### src/rtl/h14rx_chan_dec_if.sv
// Bundle between the deserializer, one h14rx channel decoder and the
// receiver timing recovery logic.
//
// Stream semantics: there is no back-pressure and no ready signal. The
// decoder takes one symbol every pixel_clk cycle and presents one decoded
// symbol every cycle. Exactly one of de / ctrl_valid / aux_valid qualifies
// the current output word. Consumers additionally qualify with locked.
interface h14rx_chan_dec_if;
    logic [9:0] tmds_sym;
    logic       bitslip;
    logic       locked;
    logic       de;
    logic [7:0] data;
    logic [1:0] c;
    logic       ctrl_valid;
    logic [3:0] aux;
    logic       aux_valid;
    logic [1:0] dbg_state;

    // Decoder side.
    modport master (
        input  tmds_sym,
        output bitslip, locked, de, data, c, ctrl_valid, aux, aux_valid,
        output dbg_state
    );

    // Deserializer / downstream side.
    modport slave (
        output tmds_sym,
        input  bitslip, locked, de, data, c, ctrl_valid, aux, aux_valid,
        input  dbg_state
    );
endinterface

### src/rtl/h14rx_chan_dec.sv
// h14rx_chan_dec: receive-side TMDS channel decoder and word aligner.
//
// Registers the deserialized symbol, classifies it (control / TERC4 / data),
// decodes it and registers the result (2-cycle latency). A run detector on
// the registered symbol drives the SEARCH/SLIP/SETTLE/LOCKED alignment FSM,
// which pulses bitslip until a blanking run of MinRun identical control
// tokens is seen inside the search window.
//
// Optional feature: define H14RX_TERC4_EN to decode the 16 TERC4 codes onto
// aux/aux_valid. Without it aux/aux_valid are constant 0 and TERC4 codes are
// decoded as video data.
module h14rx_chan_dec #(
    parameter int MinRun       = 8,
    parameter int SearchCycles = 65536,
    parameter int SlipWait     = 16
) (
    input  logic                pixel_clk,
    input  logic                rst_n,
    h14rx_chan_dec_if.master    bus
);

    localparam int WinW = (SearchCycles > 1) ? $clog2(SearchCycles) : 1;
    localparam int SetW = (SlipWait > 0) ? $clog2(SlipWait + 1) : 1;
    localparam int RunW = $clog2(MinRun + 1);

    localparam logic [WinW-1:0] WinLast = WinW'(SearchCycles - 1);
    localparam logic [SetW-1:0] SetLast = SetW'(SlipWait - 1);
    localparam logic [RunW-1:0] RunMax  = RunW'(MinRun);
    localparam logic [RunW-1:0] RunOne  = RunW'(1);

    typedef enum logic [1:0] {
        ST_SEARCH = 2'd0,
        ST_SLIP   = 2'd1,
        ST_SETTLE = 2'd2,
        ST_LOCKED = 2'd3
    } state_t;

    // Input and history registers
    logic [9:0]      sym_q;
    logic [9:0]      prev_q;

    // Classification of the registered symbol
    logic            is_ctrl;
    logic [1:0]      ctrl_bits;
    logic            is_terc;
    logic [3:0]      terc_bits;
    logic [7:0]      d_w;
    logic [7:0]      data_dec;

    // Registered outputs
    logic            de_q,         de_d;
    logic [7:0]      data_q,       data_d;
    logic [1:0]      c_q,          c_d;
    logic            ctrl_valid_q, ctrl_valid_d;
    logic [3:0]      aux_q,        aux_d;
    logic            aux_valid_q,  aux_valid_d;
    logic            bitslip_q,    bitslip_d;

    // Run detector and alignment FSM
    logic [RunW-1:0] run_q,        run_d;
    logic            run_hit;
    state_t          state_q,      state_d;
    logic [WinW-1:0] win_q,        win_d;
    logic [SetW-1:0] settle_q,     settle_d;

    // Recognise the four control tokens.
    always_comb begin
        is_ctrl   = 1'b1;
        ctrl_bits = 2'b00;
        case (sym_q)
            10'b1101010100: ctrl_bits = 2'b00;
            10'b0010101011: ctrl_bits = 2'b01;
            10'b0101010100: ctrl_bits = 2'b10;
            10'b1010101011: ctrl_bits = 2'b11;
            default:        is_ctrl   = 1'b0;
        endcase
    end

`ifdef H14RX_TERC4_EN
    // Recognise the sixteen TERC4 codes.
    always_comb begin
        is_terc   = 1'b1;
        terc_bits = 4'h0;
        case (sym_q)
            10'b1010011100: terc_bits = 4'h0;
            10'b1001100011: terc_bits = 4'h1;
            10'b1011100100: terc_bits = 4'h2;
            10'b1011100010: terc_bits = 4'h3;
            10'b0101110001: terc_bits = 4'h4;
            10'b0100011110: terc_bits = 4'h5;
            10'b0110001110: terc_bits = 4'h6;
            10'b0100111100: terc_bits = 4'h7;
            10'b1011001100: terc_bits = 4'h8;
            10'b0100111001: terc_bits = 4'h9;
            10'b0110011100: terc_bits = 4'hA;
            10'b1011000110: terc_bits = 4'hB;
            10'b1010001110: terc_bits = 4'hC;
            10'b1001110001: terc_bits = 4'hD;
            10'b0101100011: terc_bits = 4'hE;
            10'b1011000011: terc_bits = 4'hF;
            default:        is_terc   = 1'b0;
        endcase
    end
`else
    assign is_terc   = 1'b0;
    assign terc_bits = 4'h0;
`endif

    // Undo the DC-balance inversion (bit 9), then the XOR/XNOR chain (bit 8).
    assign d_w      = sym_q[9] ? ~sym_q[7:0] : sym_q[7:0];
    assign data_dec = {d_w[7:1] ^ d_w[6:0] ^ {7{~sym_q[8]}}, d_w[0]};

    // Select one symbol class per cycle; fields of other classes read as 0.
    always_comb begin
        de_d         = 1'b0;
        data_d       = 8'h00;
        c_d          = 2'b00;
        ctrl_valid_d = 1'b0;
        aux_d        = 4'h0;
        aux_valid_d  = 1'b0;
        if (is_ctrl) begin
            ctrl_valid_d = 1'b1;
            c_d          = ctrl_bits;
        end else if (is_terc) begin
            aux_valid_d  = 1'b1;
            aux_d        = terc_bits;
        end else begin
            de_d         = 1'b1;
            data_d       = data_dec;
        end
    end

    // Capture the incoming symbol and the decoded output word.
    always_ff @(posedge pixel_clk or negedge rst_n) begin
        if (!rst_n) begin
            sym_q        <= 10'h000;
            prev_q       <= 10'h000;
            de_q         <= 1'b0;
            data_q       <= 8'h00;
            c_q          <= 2'b00;
            ctrl_valid_q <= 1'b0;
            aux_q        <= 4'h0;
            aux_valid_q  <= 1'b0;
        end else begin
            sym_q        <= bus.tmds_sym;
            prev_q       <= sym_q;
            de_q         <= de_d;
            data_q       <= data_d;
            c_q          <= c_d;
            ctrl_valid_q <= ctrl_valid_d;
            aux_q        <= aux_d;
            aux_valid_q  <= aux_valid_d;
        end
    end

    // Count identical consecutive control tokens; frozen at 0 while settling.
    always_comb begin
        run_d = '0;
        if (state_q != ST_SETTLE && is_ctrl) begin
            if (sym_q == prev_q) begin
                run_d = (run_q == RunMax) ? run_q : run_q + RunOne;
            end else begin
                run_d = RunOne;
            end
        end
    end

    // A hit is the single cycle where the count first reaches MinRun.
    assign run_hit = (run_d == RunMax) && (run_q != RunMax);

    // Run counter register.
    always_ff @(posedge pixel_clk or negedge rst_n) begin
        if (!rst_n) begin
            run_q <= '0;
        end else begin
            run_q <= run_d;
        end
    end

    // Alignment FSM next state; a run hit always beats window expiry.
    always_comb begin
        state_d  = state_q;
        win_d    = win_q;
        settle_d = settle_q;
        case (state_q)
            ST_SEARCH, ST_LOCKED: begin
                win_d = win_q + 1'b1;
                if (run_hit) begin
                    state_d = ST_LOCKED;
                    win_d   = '0;
                end else if (win_q == WinLast) begin
                    state_d = ST_SLIP;
                    win_d   = '0;
                end
            end
            ST_SLIP: begin
                state_d  = ST_SETTLE;
                win_d    = '0;
                settle_d = '0;
            end
            ST_SETTLE: begin
                settle_d = settle_q + 1'b1;
                if (settle_q == SetLast) begin
                    state_d  = ST_SEARCH;
                    win_d    = '0;
                    settle_d = '0;
                end
            end
            default: begin
                state_d  = ST_SEARCH;
                win_d    = '0;
                settle_d = '0;
            end
        endcase
        bitslip_d = (state_d == ST_SLIP);
    end

    // Alignment FSM registers; bitslip is high exactly while in SLIP.
    always_ff @(posedge pixel_clk or negedge rst_n) begin
        if (!rst_n) begin
            state_q   <= ST_SEARCH;
            win_q     <= '0;
            settle_q  <= '0;
            bitslip_q <= 1'b0;
        end else begin
            state_q   <= state_d;
            win_q     <= win_d;
            settle_q  <= settle_d;
            bitslip_q <= bitslip_d;
        end
    end

    assign bus.bitslip    = bitslip_q;
    assign bus.locked     = (state_q == ST_LOCKED);
    assign bus.de         = de_q;
    assign bus.data       = data_q;
    assign bus.c          = c_q;
    assign bus.ctrl_valid = ctrl_valid_q;
    assign bus.aux        = aux_q;
    assign bus.aux_valid  = aux_valid_q;
    assign bus.dbg_state  = state_q;

endmodule

### src/flat_wrapper.sv
// flat-port wrapper written by rule: the top's interface ports become plain ports
module h14rx_chan_dec_flat 
#(
    parameter int MinRun       = 8,
    parameter int SearchCycles = 65536,
    parameter int SlipWait     = 16
)
  (pixel_clk, rst_n, bus_tmds_sym, bus_bitslip, bus_locked, bus_de, bus_data, bus_c, bus_ctrl_valid, bus_aux, bus_aux_valid, bus_dbg_state);
  h14rx_chan_dec_if bus_i ();
  input  logic pixel_clk;
  input  logic rst_n;
  input wire logic [$bits(bus_i.tmds_sym)-1:0] bus_tmds_sym;
  output wire logic [$bits(bus_i.bitslip)-1:0] bus_bitslip;
  output wire logic [$bits(bus_i.locked)-1:0] bus_locked;
  output wire logic [$bits(bus_i.de)-1:0] bus_de;
  output wire logic [$bits(bus_i.data)-1:0] bus_data;
  output wire logic [$bits(bus_i.c)-1:0] bus_c;
  output wire logic [$bits(bus_i.ctrl_valid)-1:0] bus_ctrl_valid;
  output wire logic [$bits(bus_i.aux)-1:0] bus_aux;
  output wire logic [$bits(bus_i.aux_valid)-1:0] bus_aux_valid;
  output wire logic [$bits(bus_i.dbg_state)-1:0] bus_dbg_state;
  assign bus_i.tmds_sym = bus_tmds_sym;
  assign bus_bitslip = bus_i.bitslip;
  assign bus_locked = bus_i.locked;
  assign bus_de = bus_i.de;
  assign bus_data = bus_i.data;
  assign bus_c = bus_i.c;
  assign bus_ctrl_valid = bus_i.ctrl_valid;
  assign bus_aux = bus_i.aux;
  assign bus_aux_valid = bus_i.aux_valid;
  assign bus_dbg_state = bus_i.dbg_state;
  h14rx_chan_dec #(.MinRun(MinRun), .SearchCycles(SearchCycles), .SlipWait(SlipWait)) u_core (.pixel_clk(pixel_clk), .rst_n(rst_n), .bus(bus_i));
endmodule
### config.mk
export PLATFORM = sky130hd
export DESIGN_NAME = h14rx_chan_dec_flat
export DESIGN_NICKNAME = d
export VERILOG_FILES = /design/src/rtl/h14rx_chan_dec_if.sv /design/src/rtl/h14rx_chan_dec.sv /design/src/flat_wrapper.sv
export SDC_FILE = /design/constraint.sdc
export NUM_CORES = 1
export LEC_CHECK = 0
export CELL_PAD_IN_SITES_DETAIL_PLACEMENT = 0
export CELL_PAD_IN_SITES_GLOBAL_PLACEMENT = 1
export CORE_ASPECT_RATIO = 0.7
export CORE_MARGIN = 1
export CORE_UTILIZATION = 25
export CTS_CLUSTER_DIAMETER = 80
export CTS_CLUSTER_SIZE = 16
export DETAILED_ROUTE_END_ITERATION = 10
export PLACE_DENSITY_LB_ADDON = 0.15
export RECOVER_POWER = 25
export SLEW_MARGIN = 20
export SYNTH_ARGS = -nofsm -noshare
export SYNTH_HDL_FRONTEND = slang
export SYNTH_SLANG_ARGS = --single-unit
### constraint.sdc
create_clock -name pixel_clk -period 3 [get_ports pixel_clk]
set_clock_uncertainty 0.2 [all_clocks]
set_input_delay 0.6 -clock pixel_clk [delete_from_list [all_inputs] [get_ports pixel_clk]]
set_output_delay 0.6 -clock pixel_clk [all_outputs]
set_load 0.02 [all_outputs]
==> reports/qor.yml, run 1 <==
rsz0062_at_grt: "no"
grt_pass1_wl_um: 10900
cts_tree: "yes"
period_needed_ns: 2.58
tightestPinTransition_ns: 1.51
path_delay_family: "compound AO/OA/AOI/OAI gates"
maxCapViolCount: 1
worstSkewPairLatency_ns: 0.32
die_y_um: 92.5
fin_util: 0.321
clk_pin_slew_ns: 0.05
die_x_um: 131
grt_max_degree: 61
crit_arrival_ns: 2.59
setup_viol: 0
io_pins: 33
critical_path.cell_chain: "inv_1 > ha_1 > nand4b_1 > nor4_4 > o2111ai_1 > o21ai_2 > o21ai_0 > a22o_1"
path_max_fanout: 11
grt_pass1_vias: 1964
cts-root-buf: "clkbuf_16"
cts_setup_buffers: 0
portBuffers: 27
finalWirelength_um: 6410
postRouteAntennaNets: 0
critPathLaunchType: "flip-flop"
p_per_area_mw_per_mm2: 549
fmax_mhz: 388
antenna_found_initial: 0
place.gp.congestion: 0.736
synth_ff_type: "dfrtp_1"
max_stage_delay_ns: 0.47
ir_worst_vdd_mv: 0.230
routedWlPerCell_um: 14.1
routed_via_density: 4.31
synth_cells: 264
diodes: 0
async_flop_share: 1.00
p_leak_uw: 0.00156
core_area_mm2: 0.0112
violations: "max-capacitance violations, max-slew violations"
synth_top_cell_by_area: "dfrtp_1"
numCtsBuffers: 9
first_pass_iters: 4
syn2layout_area_growth_pct: 23.1
synth_cell_types: 55
crit_required_ns: 3.01
cp_num_cells: 8
dp_hpwl_um: 4490
critPathCaptureType: "flip-flop"
fin_setup_tns_ns: 0
rows: 32
path_class: "reg -> reg"
hold_class: "reg -> reg"
cts_sinks: 60
reg2reg_depth: 8
finalCritPeriodShare: 0.859
syn_area_mm2: 0.00293
holdPathStages: 0
synth_top_area_share: 0.513
ctsHoldBuffers: 0
final_net_count: 319
initial_core_util: 0.261
ys_ff_latch: 60
drc: 0
design_area_mm2: 0.00360
yosysMostFrequentCell: "dfrtp_1"
outcome: "complete, but fails checks"
synthTopCellsByCount: "60 x dfrtp_1, 25 x nor2_1, 22 x nand2_1"
drt_iter0_markers: 68
ys_seq_area_frac: 0.513
via_count: 1966
fillerInstances: 1154
clockBufferDepth: 2
slew_headroom: -0.00549
htree_levels: 3
ctsResizeCount: 0
track_usage: 0.120
finalHoldViolations: 0
placed_area_mm2: 0.00332
drive_gt1_frac: 0.152
cp_slowest_cell: "o21ai_2"
cp_num_buf_inv: 1
yosysWarnings: 0
syn_avg_cell_area_um2: 11.1
overflow: 0
die_area_mm2: 0.0122
slew_violations: 61
yosys-top-cells-area: "dfrtp_1 51%, xnor2_1 4.2%, ha_1 3.8%"
synth-edff-count: 0
-- state kept, by name, indices dropped and copies added, names as in the netlist --
| signal | cells |
|---|---|
| u_core.win_q | 16 |
| u_core.prev_q | 10 |
| u_core.sym_q | 10 |
| u_core.bus.data | 8 |
| u_core.settle_q | 5 |
| u_core.run_q | 4 |
| u_core.bus.c | 2 |
| u_core.bus.dbg_state | 2 |
| u_core.bus.bitslip | 1 |
| u_core.bus.ctrl_valid | 1 |
| u_core.bus.de | 1 |
-- routing by layer --
layer	global-route usage	up-vias	share of wire
met5	0	-	0
met4	0.0407	0	0.013
met3	0.0400	8	0.045
met2	0.145	38	0.37
met1	0.188	939	0.58
li1	-	981	-
-- final cells by class --
class | count | area [um^2] | share of cell area
flip-flops and latches | 60 | 1500 | 0.417
multi-input cells | 184 | 1280 | 0.355
repair buffers | 32 | 300 | 0.0833
clock buffers | 12 | 267 | 0.0740
well taps | 153 | 191 | 0.0531
inverters | 11 | 41.3 | 0.0115
clock inverters | 4 | 22.5 | 0.00625
-- kinds of logic (layout without fill, tap and decap cells) --
group | after synthesis | count (layout) | synth area share
mux | 5 | 5 | 0.0175
fa+ha+maj | 9 | 9 | 0.0385
xor+xnor | 25 | 25 | 0.0748
buf+inv | 24 | 59 | 0.0551
flops | 60 | 60 | 0.513
compound gates | 44 | 44 | 0.117
simple gates | 96 | 96 | 0.183
other cells | 1 | 5 | 0.00128
-- cells in the final DEF (no fill, tap or decap), drive strengths merged, types with 3 or more instances in the layout --
master,n
xnor2,14
dfrtp,60
a21o,3
o21ai,18
nand2,22
and3,4
ha,9
a22o,5
inv,11
clkdlybuf4s50,16
clkinv,3
mux2i,4
clkbuf,13
a21oi,4
nor2,28
or3,3
dlygate4sd3,10
nand4,8
xor2,11
nor3,4
o311ai,4
or2,4
nor4,3
conb,5
nand3,11
buf,5
-- metrics by stage --
step,hold WS (ns),std cells,setup WS [ns],total power [uW]
after global routing,0.316,456,0.144,2060
final,0.302,456,0.422,1980
after global placement,0.285,440,0.461,1020
after floorplan,0.104,268,0.791,945
after detailed placement,0.282,440,0.423,1020
after CTS,0.278,456,0.405,2010
-- where the power goes --
group          internal (uW)  total [uW]  switching (uW)
clock                    621         980             359
combinational           61.2         135            73.9
sequential               840         863            22.8
total                   1520        1980             455
-- final timing paths --
check                      slack (ns)                to       startpoint
max                              0.42  u_core.win_q[11]  u_core.sym_q[0]
min                              0.30  u_core.prev_q[1]  u_core.sym_q[1]
max reg2reg                      0.42  u_core.win_q[11]  u_core.sym_q[0]
min reg2reg                      0.30  u_core.prev_q[1]  u_core.sym_q[1]
max in group asynchronous        1.17  u_core.win_q[12]            rst_n
min in group asynchronous        0.53   u_core.sym_q[1]            rst_n
-- worst reg2reg max path, delay by kind of cell (launching register included) --
kind / cells / cell delay (ns)
flip-flops: 1 / 0.44
AO/OA/AOI/OAI: 4 / 1.12
adder cells (fa/ha/maj): 1 / 0.14
AND/OR/NAND/NOR: 2 / 0.49
buffers and inverters: 1 / 0.09
Note: power is estimated with default switching activity, not from simulation.
==> inputs of run 2 (changes only) <==
--- a/config.mk
+++ b/config.mk
@@ -8,12 +8,12 @@
 export CELL_PAD_IN_SITES_DETAIL_PLACEMENT = 0
 export CELL_PAD_IN_SITES_GLOBAL_PLACEMENT = 1
 export CORE_ASPECT_RATIO = 0.7
-export CORE_MARGIN = 1
+export CORE_MARGIN = 2
 export CORE_UTILIZATION = 25
 export CTS_CLUSTER_DIAMETER = 80
 export CTS_CLUSTER_SIZE = 16
 export DETAILED_ROUTE_END_ITERATION = 10
-export PLACE_DENSITY_LB_ADDON = 0.15
+export PLACE_DENSITY = 0.55
 export RECOVER_POWER = 25
 export SLEW_MARGIN = 20
 export SYNTH_ARGS = -nofsm -noshare
==> run 2 against run 1 <==
Net effect: the run still ends with max-capacitance violations, max-slew violations left; sequential share of layout area fell by 0.68 points; total power rose by 5.2%; register-to-register slack got worse by 0.02 ns; core utilization fell by 0.45 points; non-clock buffer count rose by 1; clock power rose by 10%; worst setup slack got worse by 0.025 ns; hold slack barely moved; final cell count rose by 1.1%; critical path type unchanged; critical endpoint unchanged.
==> reports/qor.yml, run 2 (synthesis results as in run 1) <==
place.gp.congestion: 0.786  # +6.9%
htree_levels: 3  # unchanged
routedWlPerCell_um: 13.6  # -2.9%
p_sw_frac: 0.214  # -0.0159
cts_tree: "yes"
drc: 0  # unchanged
hold_class: "reg -> reg"
maxCapViolCount: 1  # unchanged
slew_headroom: -0.227  # -0.222
ctsResizeCount: 0  # unchanged
io_pins: 33  # unchanged
critPathCaptureType: "flip-flop"
pwr-share-clk: 0.519  # +0.024
switchingPower_uw: 446  # -2.1%
track_usage: 0.111  # -0.00915
diodes: 0  # unchanged
final.setup.worst_slack_ns: 0.397  # -0.0249 ns
cts_sinks: 60  # unchanged
final_common_cell: "dfrtp_1"
drive_gt1_frac: 0.151  # -0.000499
dp_hpwl_um: 4590  # +2.2%
overflow: 0  # unchanged
seq_power_share: 0.415  # -0.021
power.total_uw: 2080  # +5.2%
finalWirelength_um: 6290  # -1.8%
finalCritPeriodShare: 0.868  # +0.00831
post-place-ws_ns: 0.396  # -0.0269 ns
grt_pass1_wl_um: 10700  # -1.5%
outcome: "complete, but fails checks"
critPathLaunchType: "flip-flop"
crit_required_ns: 3.01  # about the same
internal-power_uw: 1630  # +7.4%
setup.worst_path.end: "u_core.win_q[11]"
worstSkewPairLatency_ns: 0.32  # about the same
period_needed_ns: 2.60  # +0.0249 ns
whs_ns: 0.303  # +0.000375 ns
die_x_um: 133  # +1.5%
numCtsBuffers: 9  # unchanged
p_leak_uw: 0.00158  # +1.4%
ir_worst_vdd_mv: 0.278  # +21%
fin_setup_tns_ns: 0  # unchanged
clockBufferDepth: 2  # unchanged
violations: "max-capacitance violations, max-slew violations"
power_frac_comb: 0.066  # -0.002
core_area_mm2: 0.0116  # +3.1%
slew_violations: 31  # -49%
fmax_mhz: 384  # -0.96%
reg2reg_depth: 8  # unchanged
antenna_found_initial: 0  # unchanged
fin_util: 0.317  # -0.00455
rsz0062_at_grt: "no"
timing.rr.end: "u_core.win_q[11]"
grt_max_degree: 32  # -48%
largest_reg_flops: 16  # unchanged
portBuffers: 27  # unchanged
rrSetupSlack_ns: 0.40  # -0.02 ns
first_pass_iters: 4  # unchanged
cts-root-buf: "clkbuf_16"
r2r_start: "u_core.sym_q[0]"
crit_arrival_ns: 2.61  # +0.02 ns
routed_via_density: 4.26  # -1.3%
path_class: "reg -> reg"
largestRegisters: "u_core.win_q: 16 flops, u_core.prev_q: 10 flops, u_core.sym_q: 10 flops"
startpoint: "u_core.sym_q[0]"
top_register: "u_core.win_q"
syn2layout_area_growth_pct: 25.1
final_net_count: 320  # +0.31%
die_area_mm2: 0.0126  # +3.7%
path_max_fanout: 11  # unchanged
setup_viol: 0  # unchanged
via_count: 1962  # -0.20%
rows: 33  # +3.1%
grt_pass1_vias: 1999  # +1.8%
final_cell_mix: "60 x dfrtp_1, 25 x nor2_1, 22 x nand2_1"
finalHoldViolations: 0  # unchanged
initial_core_util: 0.253  # -0.00791
clk_pin_slew_ns: 0.05  # about the same
ctsHoldBuffers: 0  # unchanged
tightestPinTransition_ns: 1.84  # +0.332 ns
postRouteAntennaNets: 0  # unchanged
die_y_um: 94.5  # +2.2%
cts_setup_buffers: 0  # unchanged
drt_iter0_markers: 136  # +100%
p_per_area_mw_per_mm2: 568  # +3.5%
run 2: cell type report:
type | instances | area (um^2)
well taps | 157 | 196
flip-flops and latches | 60 | 1500
inverters | 11 | 41.3
fillers | 1193 | 7900
clock inverters | 3 | 42.5
multi-input cells | 184 | 1280
clock buffers | 13 | 280
repair buffers | 33 | 322
run 2: layer usage:
| layer | GRT usage | wire [um] |
|---|---|---|
| met3 | 0.0290 | 195 |
| met5 | 0 | 0 |
| met2 | 0.144 | 2440 |
| met4 | 0.0479 | 121 |
| met1 | 0.168 | 3530 |
run 2: critical path, cell delays in order, from the launching register on:
cell       delay [ns]
dfrtp_1          0.44
inv_1            0.08
ha_1             0.15
nand4b_1         0.16
nor4_4           0.33
o2111ai_1        0.22
o21ai_2          0.46
o21ai_0          0.18
a22o_1           0.26
run 2: stage by stage:
stage / cell area, um^2 / cells
4_1_cts: 3660 / 461
2_1_floorplan: 2940 / 268
5_1_grt: 3660 / 461
3_3_place_gp: 3340 / 445
6_report: 3660 / 461
3_5_place_dp: 3340 / 445
run 2: worst min path at each step:
stage,end,start,cells past startpoint
after floorplan,u_core.bus.bitslip,rst_n,0
after global placement,u_core.prev_q[0],u_core.sym_q[0],0
after detailed placement,u_core.prev_q[7],u_core.sym_q[7],0
after CTS,u_core.settle_q[4],rst_n,1
after global routing,u_core.prev_q[7],u_core.sym_q[7],0
final,u_core.prev_q[7],u_core.sym_q[7],0
run 2: power groups by stage:
| stage | logic (uW) | registers [uW] | clock network, uW |
|---|---|---|---|
| CTS | 143 | 864 | 1110 |
| global route | 151 | 867 | 1140 |
| floorplan | 53.8 | 892 | 0 |
| global placement | 144 | 876 | 0 |
| finish | 138 | 863 | 1080 |
| detailed placement | 143 | 878 | 0 |
==> inputs of run 3 (changes only) <==
--- a/config.mk
+++ b/config.mk
@@ -10,6 +10,7 @@
 export CORE_ASPECT_RATIO = 0.7
 export CORE_MARGIN = 2
 export CORE_UTILIZATION = 25
+export CTS_BUF_LIST = sky130_fd_sc_hd__clkbuf_16
 export CTS_CLUSTER_DIAMETER = 80
 export CTS_CLUSTER_SIZE = 16
 export DETAILED_ROUTE_END_ITERATION = 10
==> run 3 against run 2 <==
Net effect: the flow still finishes with violations (max-capacitance violations, max-slew violations); hold slack better by 0.0032 ns; sequential share of layout area up 0.45 points; core utilization down 0.35 points; first-iteration DRC count down 2.2%; critical endpoint unchanged; highest routed layer unchanged.
==> reports/qor.yml, run 3 (synthesis results as in run 1) <==
grt_max_degree: 32  # unchanged
slew_headroom: -0.229  # -0.00197
cts_sinks: 60  # unchanged
die_x_um: 133  # unchanged
maxCapViolCount: 1  # unchanged
power.total_uw: 1970  # -5.1%
largestRegisters: "u_core.win_q: 16 flops, u_core.prev_q: 10 flops, u_core.sym_q: 10 flops"
slew_violations: 31  # unchanged
crit_required_ns: 3.01  # about the same
whs_ns: 0.306  # +0.00319 ns
rsz0062_at_grt: "no"
die_area_mm2: 0.0126  # unchanged
htree_levels: 3  # unchanged
path_class: "reg -> reg"
cts-root-buf: "clkbuf_16"
grt_pass1_wl_um: 10700  # -0.19%
routedWlPerCell_um: 13.6  # -0.16%
critPathCaptureType: "flip-flop"
dp_hpwl_um: 4590  # unchanged
overflow: 0  # unchanged
p_per_area_mw_per_mm2: 545  # -4.0%
syn2layout_area_growth_pct: 23.8
path_delay_family: "compound AO/OA/AOI/OAI gates"
clk_pin_slew_ns: 0.05  # about the same
cts_setup_buffers: 0  # unchanged
worstSkewPairLatency_ns: 0.32  # about the same
critical_path.cell_chain: "inv_1 > ha_1 > nand4b_1 > nor4_4 > o2111ai_1 > o21ai_2 > o21ai_0 > a22o_1"
cp_slowest_cell: "o21ai_2"
initial_core_util: 0.253  # unchanged
violations: "max-capacitance violations, max-slew violations"
routed_via_density: 4.28  # +0.46%
postRouteAntennaNets: 0  # unchanged
finalHoldViolations: 0  # unchanged
place.gp.congestion: 0.786  # unchanged
diodes: 0  # unchanged
rrSetupSlack_ns: 0.42  # +0.02 ns
cp_num_buf_inv: 1  # unchanged
fillerInstances: 1197  # +0.34%
largest_reg_flops: 16  # unchanged
critPathLaunchType: "flip-flop"
first_pass_iters: 4  # unchanged
die_y_um: 94.5  # unchanged
ctsResizeCount: 0  # unchanged
final_common_cell: "dfrtp_1"
setup_viol: 0  # unchanged
rows: 33  # unchanged
track_usage: 0.111  # +0.000129
drt_iter0_markers: 133  # -2.2%
ctsHoldBuffers: 0  # unchanged
period_needed_ns: 2.58  # -0.0220 ns
final_net_count: 320  # unchanged
drive_gt1_frac: 0.138  # -0.0132
hold_class: "reg -> reg"
tightestPinTransition_ns: 1.84  # +0.00295 ns
ir_worst_vdd_mv: 0.276  # -0.83%
clockBufferDepth: 2  # unchanged
fin_setup_tns_ns: 0  # unchanged
crit_arrival_ns: 2.59  # -0.02 ns
io_pins: 33  # unchanged
placed_area_mm2: 0.00334  # unchanged
p_leak_uw: 0.00156  # -1.4%
numCtsBuffers: 9  # unchanged
antenna_found_initial: 0  # unchanged
max_stage_delay_ns: 0.45  # about the same
finalCritPeriodShare: 0.860  # -0.00733
core_area_mm2: 0.0116  # unchanged
path_max_fanout: 11  # unchanged
drc: 0  # unchanged
via_count: 1971  # +0.46%
outcome: "complete, but fails checks"
design_area_mm2: 0.00362  # -1.1%
grt_pass1_vias: 1988  # -0.55%
fmax_mhz: 387  # +0.85%
cts_tree: "yes"
portBuffers: 27  # unchanged
finalWirelength_um: 6280  # -0.16%
final_cell_mix: "60 x dfrtp_1, 25 x nor2_1, 22 x nand2_1"
top_register: "u_core.win_q"
==> run 3: path summary, 6_finish.rpt <==
check                      cells past startpoint                 endpoint                from
min reg2reg                                    1       u_core.settle_q[3]  u_core.settle_q[3]
min                                            1       u_core.settle_q[3]  u_core.settle_q[3]
max in group asynchronous                      1       u_core.bus.bitslip               rst_n
max reg2reg                                    8         u_core.win_q[11]     u_core.sym_q[0]
min in group asynchronous                      1  u_core.bus.dbg_state[0]               rst_n
max                                            8         u_core.win_q[11]     u_core.sym_q[0]
==> run 3: worst reg2reg max path: stages, from the launching register on <==
cell	delay, ns
dfrtp_1	0.44
inv_1	0.08
ha_1	0.15
nand4b_1	0.16
nor4_4	0.33
o2111ai_1	0.22
o21ai_2	0.45
o21ai_0	0.18
a22o_1	0.25
==> run 3: cell type report <==
| type | instances | area [um^2] | share of cell area |
|---|---|---|---|
| clock buffer | 9 | 225 | 0.0622 |
| inverter | 11 | 41.3 | 0.0114 |
| sequential | 60 | 1500 | 0.414 |
| multi-input combinational | 184 | 1280 | 0.353 |
| clock inverter | 7 | 57.6 | 0.0159 |
| timing repair buffer | 33 | 322 | 0.0887 |
| tap | 157 | 196 | 0.0542 |
==> run 3: metal layers <==
layer	GRT usage	vias to the layer above	share of wire
li1	-	986	-
met3	0.0306	10	0.034
met2	0.143	25	0.38
met4	0.0479	0	0.020
met5	0	-	0
met1	0.168	950	0.56
==> run 3: metrics by stage <==
step | cells | utilization | worst slack, ns
5_1_grt | 461 | 0.313 | 0.171
2_1_floorplan | 268 | - | 0.791
4_1_cts | 461 | 0.314 | 0.375
6_report | 461 | 0.313 | 0.419
3_3_place_gp | 445 | 0.289 | 0.455
3_5_place_dp | 445 | 0.289 | 0.396
==> run 3: power by group <==
part,switching [uW],internal (uW)
clock network,345,628
logic,73.9,63.5
registers,23.5,840
